`src/rtl/lt24_panel_rx.sv`:
```
// rtl/lt24_panel_rx.sv - LT24 panel-side receiver: command decode, address window, pixel stream, Read-ID
module lt24_panel_rx #(
  parameter int          WIDTH    = 320,
  parameter int          HEIGHT   = 240,
  parameter int          ADDR_W   = 17,
  parameter logic [23:0] PANEL_ID = 24'h009341
) (
  input  logic              mclk,
  input  logic              puc_rst_n,
  input  logic              lt24_cs_n_i,
  input  logic              lt24_rd_n_i,
  input  logic              lt24_wr_n_i,
  input  logic              lt24_rs_i,
  input  logic [15:0]       lt24_d_i,
  input  logic              lt24_reset_n_i,
  input  logic              lt24_on_i,
  output logic [15:0]       lt24_d_o,
  output logic              pix_we_o,
  output logic [ADDR_W-1:0] pix_addr_o,
  output logic [15:0]       pix_data_o,
  output logic              disp_on_o,
  output logic              frame_done_o
);

  localparam int CW = (WIDTH  > 1) ? $clog2(WIDTH)  : 1;
  localparam int RW = (HEIGHT > 1) ? $clog2(HEIGHT) : 1;
  localparam logic [CW-1:0]     EC_RST  = CW'(WIDTH - 1);
  localparam logic [RW-1:0]     EP_RST  = RW'(HEIGHT - 1);
  localparam logic [15:0]       WIDTH16 = 16'(WIDTH);
  localparam logic [15:0]       HEIGHT16 = 16'(HEIGHT);
  localparam logic [ADDR_W-1:0] WIDTH_A = ADDR_W'(WIDTH);

  typedef enum logic [1:0] {S_IDLE, S_PARAM, S_RAMWR, S_READ} state_t;

  // bus input stage
  logic        cs_n_q, rd_n_q, wr_n_q, rs_q, pin_rst_n_q, on_q;
  logic [15:0] d_q;

  // event pipeline: stage 1 captured on the strobe's rising sample, stage 2 feeds the decoder
  logic        ev1_wr_q, ev1_rd_q, ev1_rs_q, ev2_wr_q, ev2_rd_q, ev2_rs_q;
  logic [15:0] ev1_d_q, ev2_d_q;

  // decoder state
  state_t            state_q, state_d;
  logic [CW-1:0]     sc_q, sc_d, ec_q, ec_d, col_q, col_d;
  logic [RW-1:0]     sp_q, sp_d, ep_q, ep_d, row_q, row_d;
  logic [1:0]        pcnt_q, pcnt_d, idx_q, idx_d;
  logic              is_pa_q, is_pa_d;
  logic [23:0]       pbuf_q, pbuf_d;
  logic              disp_q, disp_d, pix_we_q, pix_we_d, fd_q, fd_d;
  logic [ADDR_W-1:0] pix_addr_q, pix_addr_d;
  logic [15:0]       pix_data_q, pix_data_d, d_o_q, d_o_d, id_word;

  logic              wr_ev, rd_ev, soft_rst;
  logic [15:0]       p_start, p_end;
  logic [ADDR_W-1:0] cur_addr;

  // a write wins over a simultaneous read; strobes with chip select high never count
  assign wr_ev    = ~wr_n_q & lt24_wr_n_i & ~cs_n_q;
  assign rd_ev    = ~rd_n_q & lt24_rd_n_i & ~cs_n_q & ~wr_ev;
  assign soft_rst = ~pin_rst_n_q | ~on_q;
  assign p_start  = pbuf_q[23:8];
  assign p_end    = {pbuf_q[7:0], ev2_d_q[7:0]};
  assign cur_addr = ADDR_W'(row_q) * WIDTH_A + ADDR_W'(col_q);

  // input sampling and event pipeline
  always_ff @(posedge mclk) begin
    if (!puc_rst_n) begin
      cs_n_q      <= 1'b1;
      rd_n_q      <= 1'b1;
      wr_n_q      <= 1'b1;
      rs_q        <= 1'b0;
      d_q         <= 16'h0;
      pin_rst_n_q <= 1'b1;
      on_q        <= 1'b1;
      ev1_wr_q    <= 1'b0;
      ev1_rd_q    <= 1'b0;
      ev1_rs_q    <= 1'b0;
      ev1_d_q     <= 16'h0;
      ev2_wr_q    <= 1'b0;
      ev2_rd_q    <= 1'b0;
      ev2_rs_q    <= 1'b0;
      ev2_d_q     <= 16'h0;
    end else begin
      cs_n_q      <= lt24_cs_n_i;
      rd_n_q      <= lt24_rd_n_i;
      wr_n_q      <= lt24_wr_n_i;
      rs_q        <= lt24_rs_i;
      d_q         <= lt24_d_i;
      pin_rst_n_q <= lt24_reset_n_i;
      on_q        <= lt24_on_i;
      ev1_wr_q    <= wr_ev;
      ev1_rd_q    <= rd_ev;
      ev1_rs_q    <= rs_q;
      ev1_d_q     <= d_q;
      ev2_wr_q    <= ev1_wr_q;
      ev2_rd_q    <= ev1_rd_q;
      ev2_rs_q    <= ev1_rs_q;
      ev2_d_q     <= ev1_d_q;
    end
  end

  // decoder state register and registered outputs
  always_ff @(posedge mclk) begin
    if (!puc_rst_n) begin
      state_q    <= S_IDLE;
      sc_q       <= '0;
      ec_q       <= EC_RST;
      sp_q       <= '0;
      ep_q       <= EP_RST;
      col_q      <= '0;
      row_q      <= '0;
      pcnt_q     <= 2'd0;
      idx_q      <= 2'd0;
      is_pa_q    <= 1'b0;
      pbuf_q     <= 24'h0;
      disp_q     <= 1'b0;
      pix_we_q   <= 1'b0;
      fd_q       <= 1'b0;
      pix_addr_q <= '0;
      pix_data_q <= 16'h0;
      d_o_q      <= 16'h0;
    end else begin
      state_q    <= state_d;
      sc_q       <= sc_d;
      ec_q       <= ec_d;
      sp_q       <= sp_d;
      ep_q       <= ep_d;
      col_q      <= col_d;
      row_q      <= row_d;
      pcnt_q     <= pcnt_d;
      idx_q      <= idx_d;
      is_pa_q    <= is_pa_d;
      pbuf_q     <= pbuf_d;
      disp_q     <= disp_d;
      pix_we_q   <= pix_we_d;
      fd_q       <= fd_d;
      pix_addr_q <= pix_addr_d;
      pix_data_q <= pix_data_d;
      d_o_q      <= d_o_d;
    end
  end

  // command/parameter/pixel/read decode; panel reset pins behave like SWRESET while held
  always_comb begin
    state_d    = state_q;
    sc_d       = sc_q;
    ec_d       = ec_q;
    sp_d       = sp_q;
    ep_d       = ep_q;
    col_d      = col_q;
    row_d      = row_q;
    pcnt_d     = pcnt_q;
    idx_d      = idx_q;
    is_pa_d    = is_pa_q;
    pbuf_d     = pbuf_q;
    disp_d     = disp_q;
    pix_we_d   = 1'b0;
    fd_d       = 1'b0;
    pix_addr_d = pix_addr_q;
    pix_data_d = pix_data_q;
    id_word    = 16'h0;

    if (soft_rst || (ev2_wr_q && !ev2_rs_q && ev2_d_q[7:0] == 8'h01)) begin
      state_d    = S_IDLE;
      sc_d       = '0;
      ec_d       = EC_RST;
      sp_d       = '0;
      ep_d       = EP_RST;
      col_d      = '0;
      row_d      = '0;
      pcnt_d     = 2'd0;
      idx_d      = 2'd0;
      is_pa_d    = 1'b0;
      pbuf_d     = 24'h0;
      disp_d     = 1'b0;
      pix_addr_d = '0;
      pix_data_d = 16'h0;
    end else if (ev2_wr_q && !ev2_rs_q) begin
      state_d = S_IDLE;
      pcnt_d  = 2'd0;
      case (ev2_d_q[7:0])
        8'h28: disp_d = 1'b0;
        8'h29: disp_d = 1'b1;
        8'h2A: begin state_d = S_PARAM; is_pa_d = 1'b0; end
        8'h2B: begin state_d = S_PARAM; is_pa_d = 1'b1; end
        8'h2C: begin state_d = S_RAMWR; col_d = sc_q; row_d = sp_q; end
        8'h3C: state_d = S_RAMWR;
        8'h04: begin state_d = S_READ; idx_d = 2'd0; end
        default: ;
      endcase
    end else if (ev2_wr_q) begin
      case (state_q)
        S_PARAM: begin
          if (pcnt_q == 2'd3) begin
            state_d = S_IDLE;
            pcnt_d  = 2'd0;
            if (!is_pa_q && p_start <= p_end && p_end < WIDTH16) begin
              sc_d = p_start[CW-1:0];
              ec_d = p_end[CW-1:0];
            end
            if (is_pa_q && p_start <= p_end && p_end < HEIGHT16) begin
              sp_d = p_start[RW-1:0];
              ep_d = p_end[RW-1:0];
            end
          end else begin
            pbuf_d = {pbuf_q[15:0], ev2_d_q[7:0]};
            pcnt_d = pcnt_q + 2'd1;
          end
        end
        S_RAMWR: begin
          pix_we_d   = 1'b1;
          pix_addr_d = cur_addr;
          pix_data_d = ev2_d_q;
          fd_d       = (col_q == ec_q) && (row_q == ep_q);
          if (col_q == ec_q) begin
            col_d = sc_q;
            row_d = (row_q == ep_q) ? sp_q : row_q + RW'(1);
          end else begin
            col_d = col_q + CW'(1);
          end
        end
        default: ;
      endcase
    end else if (ev2_rd_q && state_q == S_READ) begin
      if (idx_q == 2'd3) begin
        state_d = S_IDLE;
        idx_d   = 2'd0;
      end else begin
        idx_d = idx_q + 2'd1;
      end
    end

    case (idx_d)
      2'd2:    id_word = {8'h00, PANEL_ID[15:8]};
      2'd3:    id_word = {8'h00, PANEL_ID[7:0]};
      default: id_word = 16'h0;
    endcase
    d_o_d = (state_d == S_READ) ? id_word : 16'h0;
  end

  assign lt24_d_o     = d_o_q;
  assign pix_we_o     = pix_we_q;
  assign pix_addr_o   = pix_addr_q;
  assign pix_data_o   = pix_data_q;
  assign disp_on_o    = disp_q;
  assign frame_done_o = fd_q;

endmodule

```
`config.mk`:
```
export PLATFORM = sky130hd
export DESIGN_NAME = lt24_panel_rx
export DESIGN_NICKNAME = d
export VERILOG_FILES = /design/src/rtl/lt24_panel_rx.sv
export SDC_FILE = /design/constraint.sdc
export NUM_CORES = 1
export LEC_CHECK = 0
export ABC_AREA = 1
export CAP_MARGIN = 20
export CORE_MARGIN = 3
export CORE_UTILIZATION = 62
export CTS_CLUSTER_DIAMETER = 30
export DETAILED_ROUTE_END_ITERATION = 16
export PLACE_DENSITY = 0.85
export SYNTH_ARGS = -nofsm -noshare
export SYNTH_HDL_FRONTEND = slang
export SYNTH_SLANG_ARGS = --single-unit
```
`constraint.sdc`:
```
create_clock -name mclk -period 3.8 [get_ports mclk]
set_clock_uncertainty 0.15 [all_clocks]
set_input_delay 0.76 -clock mclk [delete_from_list [all_inputs] [get_ports mclk]]
set_output_delay 0.76 -clock mclk [all_outputs]
set_load 0.02 [all_outputs]
```
**Yosys cells after proc, flatten, opt, wreduce, memory -nomap -nowiden**

Cells that the tools add are included.

- Register bits after elaboration: 194
- Input port bits: 24
- Word-level logic and storage cells: 139
- Output and inout port bits: 52

- Eq/ne operators: 19
- Multipliers: 1
- Bitwise logic cells: 17
- Reductions and logical operators: 32
- $add $sub $neg: 5
- Magnitude comparators: 3
- Multiplexer cells: 30

Operator list:

| cell | count |
|---|---|
| 8-bit by 6-bit equality test with 1-bit output (second input constant) | 6 |
| 8-bit 2-to-1 mux | 6 |
| 9-bit 2-to-1 mux | 5 |
| 2-bit 2-to-1 mux | 14 |
| 17-bit by 9-bit adder with 17-bit output | 1 |
| 16-bit less-or-equal comparator | 1 |
| 16-bit by 8-bit less-than comparator with 1-bit output (second input constant) | 1 |
| 16-bit by 9-bit less-than comparator with 1-bit output (second input constant) | 1 |
| 8-bit one-hot mux with 2 select lines | 1 |
| 2-bit equality test (second input constant) | 7 |
| 8-bit by 3-bit multiplier with 11-bit output (second input constant) | 1 |
| 1-bit NOT | 11 |
| 5-bit AND reduction | 2 |
| 2-bit nonzero test | 5 |
| 9-bit by 1-bit adder with 9-bit output (second input constant) | 1 |
| 9-bit equality test | 1 |
| 8-bit by 1-bit adder with 8-bit output (second input constant) | 1 |
| 8-bit by 1-bit equality test with 1-bit output (second input constant) | 1 |
| 8-bit by 3-bit equality test with 1-bit output (second input constant) | 1 |
| 8-bit equality test | 1 |
| 1-bit logical AND | 8 |
| 2-bit AND reduction | 4 |
| 4-bit AND reduction | 2 |
| 2-bit one-hot mux with 3 select lines | 1 |
| other kinds (14) | 24 |

**Longest topological paths before layout**

- Depth after elaboration: 8
- Depth in mapped cells: 17
- Mapped depth without buffers: 15

**Worst setup path before layout**

No wires, ideal clock.

- Path kind: register to register
- From: reg row_q[3]
- To: reg pix_addr_q[14], in the netlist pix_addr_o[14]
- Arrival: 2.144 ns
- Setup time: 0.109 ns
- Cell stages (with the launch flop): 11
- Slack: 1.397 ns
- Buffers on the path: 0
- Path through: dfxtp_1 ha_1 ha_1 fa_1 nand2_1 nor3_1 nand2_1 o21ai_0 nand3_1 nand2_1 inv_1

- Cells in the longest elaborated chain, start to end: 2

RTL lines:

| item | RTL line | RTL |
|---|---|---|
| start: declaration | 46 | `logic [RW-1:0] sp_q, sp_d, ep_q, ep_d, row_q, row_d;` |
| start signal: assignment | 130 | `row_q <= row_d;` |
| 8-bit by 3-bit multiplier with 11-bit output | 64 | `assign cur_addr = ADDR_W'(row_q) * WIDTH_A + ADDR_W'(col_q);` |
| 17-bit by 9-bit adder with 17-bit output | 64 |  |
| end signal: assignment | 138 | `pix_addr_q <= pix_addr_d;` |
| end: declaration | 51 | `logic [ADDR_W-1:0] pix_addr_q, pix_addr_d;` |

No other way between the ends.
A chain may end at the register's enable or synchronous reset.

**Worst setup path in the final report**

- From: reg row_q[3]
- To: reg pix_addr_q[15], in the netlist pix_addr_o[15]

The elaborated chain is that of the path after synthesis.

==> impl_metrics.csv <==
group,metric,value,unit
synth,synth-main-ff-cell,"dfxtp_1",
timing,hold_ws,261,ps
clock_tree,clock_sinks,181,
routing,ant_nets,0,
setup_path,crit_start,"row_q[3]",
setup_path,critPathArrivalTime,2950,ps
synth,ys_seq_area_share,43.8,%
synth,synth_seq_cells,181,
synth,synthTopCellsByArea,"dfxtp_1 44%, nand2_1 13%, a21oi_1 5.9%",
placement,place_congestion,0.928,
final_layout,area_growth,14.3,%
synth,netlist.area_leader.share,43.8,%
synth,synth-async-reset-ratio,0,%
final_layout,nNetsFinal,1219,
clock_tree,clock_path_buffers,2,
routing,wire_per_inst,13.7,µm
final_layout,fin_area,9460,µm²
setup_path,rrSetupSlack,1040,ps
pwr,leakagePower,4.15,nW
setup_path,crit_required,3990,ps
floorplan,die_h,121,µm
synth,yosysTopAreaCell,"dfxtp_1",
clock_tree,h-tree-depth,4,
timing,hold_viol,0,
clock_tree,clock-root-buffer,"clkbuf_16",
setup_path,crit_path_max_fanout,7,
timing,setup_viol,0,
min_path,hold_start,"rd_n_q",
final_layout,layoutNonFillerInstCount,1343,
placement,place_inst,1311,
floorplan,die_w,121,µm
synth,yosys.area_share.simple,28.1,%
global_routing,grt-ovfl-total,0,
synth,synth_xor_area_share,2.97,%
setup_path,r2r_end,"pix_addr_o[15]",
setup_path,reg2regPathDepth,12,
global_routing,grt_max_degree,61,
synth,syn-cell-area,8270,µm²
timing,period_share,72.6,%
setup_path,startpoint_type,"register",
timing,relSlewSlack,36.5,%
placement,placed_cell_area,8860,µm²
synth,synthMuxAreaShare,0,%
final_layout,layout_common_cells,"280 x nand2_1, 181 x dfxtp_1, 129 x inv_1, 98 x a21oi_1, 97 x nand3_1",
floorplan,dieArea,14800,µm²
final_layout,diodes,0,
routing,drt_iter0_drc,593,
synth,ys_types,35,
timing,period_needed,2760,ps
timing,rsz0062_at_grt,"no",
clock_tree,clk_latency,440,ps
clock_tree,postCtsHoldBufs,0,
clock_tree,cts_setup_buffers,0,
final_layout,layout-drive-gt1-share,5.98,%
synth,synth_top_family_by_area,"simple AND/OR/NAND/NOR gates",
synth,syn_area_per_cell,7.38,µm²
clock_tree,cts_made_buffers,17,
timing,final-max-slew-violation-count,0,
global_routing,antenna_found_initial,0,
timing,worst_slew_pin_slew,946,ps
global_routing,grt_usage,26.1,%
clock_tree,clk_pin_slew,70,ps
setup_path,crit_path_end_kind,"register",
synth,synth_edf_count,0,
synth,synth_cells,1120,
pwr,power_density,402,nW/µm²
synth,synthAdderAreaFrac,5.78,%
global_routing,grt_pass1_wl,30900,µm
synth,synth_compound_area_share,8.71,%
clock_tree,postCtsResizedCells,0,
routing,vias,7059,
floorplan,start_util,64.5,%
routing,drc,0,
pwr,ir_worst_vdd,370,µV
min_path,hp-class,"register to register",
routing,wl,18400,µm
floorplan,rows,41,
synth,synth-warning-count,0,
routing,vias_per_cell,5.26,
final_layout,final_common_cell,"nand2_1",
placement,port_buffers,64,
timing,timing.fmax,362,MHz
setup_path,endpoint,"pix_addr_o[15]",
pwr,power,3.80,mW
placement,dp_hpwl,12700,µm
floorplan,io_pins,76,
job,drv_cap,0,
floorplan,core_area,12800,µm²
setup_path,r2r_start,"row_q[3]",
timing,final.setup.tns,0,ps
global_routing,grt_pass1_vias,6631,
routing,drtPass1Iterations,5,
final_layout,fillers,981,
outcome,status,"finished clean",
setup_path,path_class,"register to register",
clock_tree,cts_tree,"done",
==> how the worst min path moves through the flow <==
stage,cells past startpoint,end,slack (ps)
4_1_cts,2,ev1_d_q[12],260
6_report,1,ev1_rd_q,260
3_5_place_dp,2,ev1_d_q[12],250
3_3_place_gp,1,ev1_rd_q,230
5_1_grt,1,ev1_rd_q,280
2_1_floorplan,1,ev1_rd_q,220
==> logic make-up (layout without fill, tap and decap cells) <==
| logic type | after synthesis | count (layout) |
|---|---|---|
| simple gates | 533 | 533 |
| buf+inv | 201 | 242 |
| flops | 181 | 181 |
| compound gates | 139 | 139 |
| fa+ha+maj | 37 | 37 |
| xor+xnor | 28 | 28 |
| other cells | 1 | 11 |
==> per-layer routing <==
| layer | vias to the layer above | GRT usage (%) | part of all wire [%] |
|---|---|---|---|
| met4 | 0 | 9.66 | 2.1 |
| met1 | 3199 | 32.0 | 42 |
| met2 | 198 | 45.7 | 51 |
| met3 | 32 | 4.66 | 4.5 |
| met5 | - | 0 | 0 |
| li1 | 3630 | - | - |
==> flip-flops by register name, indices dropped and copies added, names as in the netlist, 2 cells and up <==
name	flops
pbuf_q	24
pix_addr_o	17
d_q	16
ev1_d_q	16
ev2_d_q	16
pix_data_o	16
col_q	9
ec_q	9
sc_q	9
ep_q	8
row_q	8
sp_q	8
lt24_d_o	3
idx_q	2
pcnt_q	2
state_q	2
==> power by group <==
group	total (mW)	switching [mW]	leakage (nW)	internal, mW
Clock	1.72	0.813	0.283	0.910
Sequential	1.93	0.0138	1.47	1.92
Combinational	0.145	0.0986	2.40	0.0467
Total	3.80	0.926	4.15	2.88
==> Yosys cell counts, types with 2 or more instances <==
library cell,number
dfxtp_1,181
or2_2,5
nor2_1,92
nand3_1,97
xor2_1,9
clkbuf_1,17
nand4_1,35
inv_2,8
nand3_2,2
nor3_1,5
buf_4,17
xnor2_1,19
nand2_1,280
o21ai_1,7
inv_1,129
a21oi_1,98
ha_1,35
nor4_1,3
o21ai_0,31
nand2_2,5
buf_6,3
nor2_2,4
buf_2,25
fa_1,2
==> worst max-delay path, stage by stage (launching register included) <==
cell and delay (ps):
dfxtp_1 490, ha_1 290, ha_1 240, fa_1 540
nand2_1 90, inv_1 60, nand2_1 70, nor2_1 200
nand3_1 120, o21ai_0 200, nand3_1 100, nand2_1 80
inv_1 30
==> through the flow <==
step | worst slack (ps) | util, %
after floorplan | 1400 | -
after global placement | 1230 | 69.1
after detailed placement | 1120 | 69.1
after CTS | 1110 | 73.7
after global routing | 869 | 73.7
final | 1040 | 73.7
==> layout make-up <==
| class | count | area [µm²] | area share, % |
|---|---|---|---|
| inverters | 138 | 518 | 5.48 |
| repair buffers | 72 | 696 | 7.36 |
| flip-flops and latches | 181 | 3620 | 38.3 |
| clock buffers | 20 | 457 | 4.83 |
| well taps | 172 | 215 | 2.28 |
| multi-input cells | 748 | 3810 | 40.3 |
| clock inverters | 12 | 135 | 1.43 |
Note: power is estimated with default switching activity, not from simulation.
